[src/rtl/synch_up_count_tff_pkg.sv]
// Shared definitions for the synchronous T-flip-flop counter family.
//   default_modulus(width) : full binary count length, 2**width
//   TFF_RST_VAL            : value every T flip-flop takes while reset is high
package synch_up_count_tff_pkg;

  localparam logic TFF_RST_VAL = 1'b0;

  function automatic int default_modulus(input int width);
    return 2 ** width;
  endfunction

endpackage

[src/rtl/synch_up_count_tff_t_ff_ar.sv]
// T flip-flop with asynchronous active-high reset.
// Ports:
//   clk  : clock, rising edge
//   rst  : asynchronous reset, active high, forces q to TFF_RST_VAL
//   t    : toggle enable, sampled on the rising edge
//   q    : stored bit
//   qbar : complement of q
module t_ff_ar
  import synch_up_count_tff_pkg::*;
(
  input  logic clk,
  input  logic rst,
  input  logic t,
  output logic q,
  output logic qbar
);

  logic state;

  always_ff @(posedge clk or posedge rst) begin
    if (rst) begin
      state <= TFF_RST_VAL;
    end else if (t) begin
      state <= ~state;
    end
  end

  assign q    = state;
  assign qbar = ~state;

endmodule

[src/rtl/synch_up_count_tff.sv]
// Synchronous, cascadable modulo-MODULUS up counter built from T flip-flops.
// Every bit is stored in a t_ff_ar instance; this module only forms the toggle
// vector and decodes terminal count / carry.
// Parameters:
//   WIDTH   : counter width (>= 1)
//   MODULUS : count length, 2 <= MODULUS <= 2**WIDTH; sequence 0..MODULUS-1
// Ports:
//   clk  : clock, rising edge
//   rst  : asynchronous reset, active high (q -> 0)
//   en   : count enable
//   load : synchronous parallel load, wins over en
//   d    : load value (values >= MODULUS are accepted and recover on next count)
//   q    : count value
//   qbar : ~q
//   tc   : terminal count, q == MODULUS-1 (combinational)
//   co   : carry out, tc & en & ~load (combinational); feeds en of next stage
module synch_up_count_tff
  import synch_up_count_tff_pkg::*;
#(
  parameter int WIDTH   = 4,
  parameter int MODULUS = default_modulus(WIDTH)
) (
  input  logic             clk,
  input  logic             rst,
  input  logic             en,
  input  logic             load,
  input  logic [WIDTH-1:0] d,
  output logic [WIDTH-1:0] q,
  output logic [WIDTH-1:0] qbar,
  output logic             tc,
  output logic             co
);

  localparam logic [WIDTH-1:0] TERM      = WIDTH'(MODULUS - 1);
  localparam bit               IS_BINARY = (MODULUS == default_modulus(WIDTH));

  logic [WIDTH-1:0] t;

  generate
    if (IS_BINARY) begin : g_binary
      // Classic synchronous T-chain: bit i toggles when all lower bits are 1.
      logic [WIDTH-1:0] chain;

      always_comb begin
        chain    = '1;
        chain[0] = 1'b1;
        for (int i = 1; i < WIDTH; i++) begin
          chain[i] = chain[i-1] & q[i-1];
        end
      end

      always_comb begin
        t = '0;
        if (load) begin
          t = q ^ d;
        end else if (en) begin
          t = chain;
        end
      end
    end else begin : g_modulo
      // Toggle exactly the bits that differ from the wanted next value; the
      // wrap to 0 then becomes a toggle of every set bit. Using >= lets an
      // out-of-range loaded value fall back to 0 on the next count.
      logic [WIDTH-1:0] next_q;

      always_comb begin
        next_q = q;
        if (load) begin
          next_q = d;
        end else if (en) begin
          next_q = (q >= TERM) ? '0 : q + WIDTH'(1);
        end
      end

      assign t = q ^ next_q;
    end
  endgenerate

  for (genvar i = 0; i < WIDTH; i++) begin : g_bit
    t_ff_ar u_tff (
      .clk  (clk),
      .rst  (rst),
      .t    (t[i]),
      .q    (q[i]),
      .qbar (qbar[i])
    );
  end

  assign tc = (q == TERM);
  assign co = tc & en & ~load;

endmodule

[config.mk]
export PLATFORM = sky130hd
export DESIGN_NAME = synch_up_count_tff
export DESIGN_NICKNAME = d
export VERILOG_FILES = /design/src/rtl/synch_up_count_tff_pkg.sv /design/src/rtl/synch_up_count_tff_t_ff_ar.sv /design/src/rtl/synch_up_count_tff.sv
export SDC_FILE = /design/constraint.sdc
export NUM_CORES = 1
export LEC_CHECK = 0
export ABC_AREA = 1
export CORE_AREA = 2 2 39 41
export CTS_CLUSTER_DIAMETER = 50
export DETAILED_ROUTE_END_ITERATION = 10
export DIE_AREA = 0 0 41 43
export SYNTH_ARGS = -nofsm -noshare
export SYNTH_HDL_FRONTEND = slang
export SYNTH_SLANG_ARGS = --single-unit
[constraint.sdc]
create_clock -name clk -period 2.8 [get_ports clk]
set_clock_uncertainty 0.1 [all_clocks]
set_input_delay 0.7 -clock clk [delete_from_list [all_inputs] [get_ports clk]]
set_output_delay 0.7 -clock clk [all_outputs]
set_load 0.05 [all_outputs]
==> impl_metrics.json <==
{
  "status": "completed",
  "hpwl_um": 483.9,
  "rsz0062_at_grt": "false",
  "largest_reg_flops": 4,
  "final_layout_size_suffix_gt1_frac": 0.1786,
  "post_synth.cell_area_avg_um2": 7.081,
  "worstMarginPinSlew_ns": 0.4922,
  "power_density_mw_per_mm2": 557.3,
  "pre_cts_slack_ns": 0.2310,
  "seq_area_frac_synth": 0.3213,
  "cpMaxStageDelayCell": "clkdlybuf4s50_1",
  "crit_buf_inv": 3,
  "syn_inst": 44,
  "cts_root_buffer": "clkbuf_4",
  "finalWorstSetupSlack_ns": 0.2311,
  "maxCapViolCount": 0,
  "start_kind": "input pin",
  "pwr-share-comb": 0.454,
  "portBuffers": 17,
  "mappedNetlistArea_um2": 311.5,
  "cp_cell_sequence": "clkdlybuf4s50_1 > inv_2 > nand2_2 > nor2_2 > buf_12",
  "fp.dieH_um": 43,
  "power_frac_seq": 0.283,
  "cts_made_buffers": 3,
  "fin_setup_tns_ns": 0,
  "cts_max_level": 1,
  "wl_per_cell_um": 7.944,
  "num_antenna_cells": 0,
  "grt_max_degree": 8,
  "final.period_utilization": 0.9175,
  "mostFrequentLayoutCell": "clkdlybuf4s50_1",
  "tritoncts": "done",
  "dieWidth_um": 41,
  "p_int_w": 0.0001563,
  "ir_worst_vdd_uv": 185.0,
  "ys.warnings.count": 0,
  "cp.required_ns": 2.00,
  "p_switching_w": 0.0001080,
  "max-slew-margin-rel": 0.6709,
  "synth_top_cell_area_share": 0.3213,
  "postCtsResizedCells": 0,
  "antenna_found_initial": 0,
  "drc": 0,
  "max_stage_delay_ns": 0.52,
  "drv_slew": 0,
  "rows": 14,
  "power_w": 0.0002643,
  "synthTopCellsByArea": "dfrtp_1, buf_4, inv_1, nand2_1, nor2_1",
  "clk_pin_slew_ns": 0.04,
  "post-route-util": 0.3427,
  "final_hold_viol_count": 0,
  "endpoint_kind": "output port",
  "first_global_vias": 236,
  "grt_util_all_layers": 0.08468,
  "final_antenna_net_count": 0,
  "switching_share": 0.4085,
  "start_util": 0.2251,
  "cts_max_path_buffers": 2,
  "critPathArrivalTime_ns": 1.77,
  "crit_type": "in2out",
  "r2r.worst_path.cells": 4,
  "period_needed_ns": 2.569,
  "yosys.area.top_type": "dfrtp_1",
  "fp.coreArea_mm2": 0.001384,
  "cp_max_fo": 7,
  "post_cts.repair.setup_buffers": 0,
  "clock_sinks": 4,
  "grt_pass1_wl_um": 897,
  "synth_nets": 52,
  "synth.ff_latch_count": 4,
  "routed_wl_um": 572,
  "min_path_type": "in2async",
  "syn_to_final_growth_pct": 52.21,
  "critPathTopFamily": "buffers and inverters",
  "vias": 273,
  "cts_hold_buf": 0,
  "layout_common_cells": "clkdlybuf4s50_1, inv_1, nand2_1, nor2_1, dfrtp_1",
  "fill_cells": 151,
  "final_nets": 66,
  "gp_congestion": 0.6743,
  "die_area_mm2": 0.001763,
  "max_freq_mhz": 389.3,
  "leakage_nw": 0.2279,
  "first_iter_violations": 1,
  "synthDistinctLibCells": 15,
  "routed_via_density": 3.792,
  "worst-path-stages": 5,
  "finalSetupViolCount": 0,
  "p_clk_frac": 0.263,
  "overflow": 0,
  "clk_latency_ns": 0.23,
  "ios": 18,
  "firstDrtPassIters": 2
}
## worst paths after layout
kind	start	endpoint	slack (ns)
min	rst	g_bit[1].u_tff.q$_DFFE_PP0P_	0.55
max reg2reg	g_bit[0].u_tff.q$_DFFE_PP0P_	g_bit[1].u_tff.q$_DFFE_PP0P_	1.74
min reg2reg	g_bit[1].u_tff.q$_DFFE_PP0P_	g_bit[2].u_tff.q$_DFFE_PP0P_	0.56
min in group clk	g_bit[1].u_tff.q$_DFFE_PP0P_	g_bit[2].u_tff.q$_DFFE_PP0P_	0.56
max in group asynchronous	rst	g_bit[2].u_tff.q$_DFFE_PP0P_	1.90
max	load	co	0.23
## cell usage after synthesis
library cell  number
a21oi_2            1
o21ai_0            2
inv_2              1
dfrtp_1            4
nand2_1            6
o21a_1             1
nor2_1             6
buf_4              8
nor2_2             1
nor2_4             1
nand4_1            1
nand3_1            1
nand2_2            2
o21ai_1            1
inv_1              8
## stage by stage
stage,hold WS [ns],cells,area (um2)
2_1_floorplan,0.3661,44,311.5
3_5_place_dp,0.5543,69,451.7
5_1_grt,0.5609,72,474.2
4_1_cts,0.5486,72,474.2
3_3_place_gp,0.5479,69,451.7
6_report,0.5515,72,474.2
## area by class of cell
class | count | area, um2 | area share
inverters | 9 | 33.78 | 0.07124
flip-flops and latches | 4 | 100.1 | 0.2111
clock buffers | 3 | 22.52 | 0.04749
repair buffers | 17 | 180.2 | 0.3799
well taps | 16 | 20.02 | 0.04222
multi-input cells | 23 | 117.6 | 0.2480
## logic make-up (layout without fill, tap and decap cells)
| logic type | after synthesis | count (layout) | synth area share |
|---|---|---|---|
| buffers and inverters | 17 | 29 | 0.3012 |
| AO/OA/AOI/OAI | 5 | 5 | 0.1004 |
| flip-flops | 4 | 4 | 0.3213 |
| AND/OR/NAND/NOR | 18 | 18 | 0.2771 |
## metal layers
metal	GRT usage	routed length, um	vias to the layer above
li1	-	-	148
met1	0.06840	238	114
met2	0.1188	270	11
met3	0.09948	63	0
met4	0.04000	0	0
met5	0	0	-
## power groups by stage
stage | combinational [W] | clock, W | sequential (W)
finish | 0.000120 | 0.0000695 | 0.0000748
global route | 0.000127 | 0.0000829 | 0.0000761
CTS | 0.000121 | 0.0000742 | 0.0000751
detailed placement | 0.000121 | 0 | 0.0000757
global placement | 0.000121 | 0 | 0.0000763
floorplan | 0.0000977 | 0 | 0.0000730
Note: power is estimated with default switching activity, not from simulation.
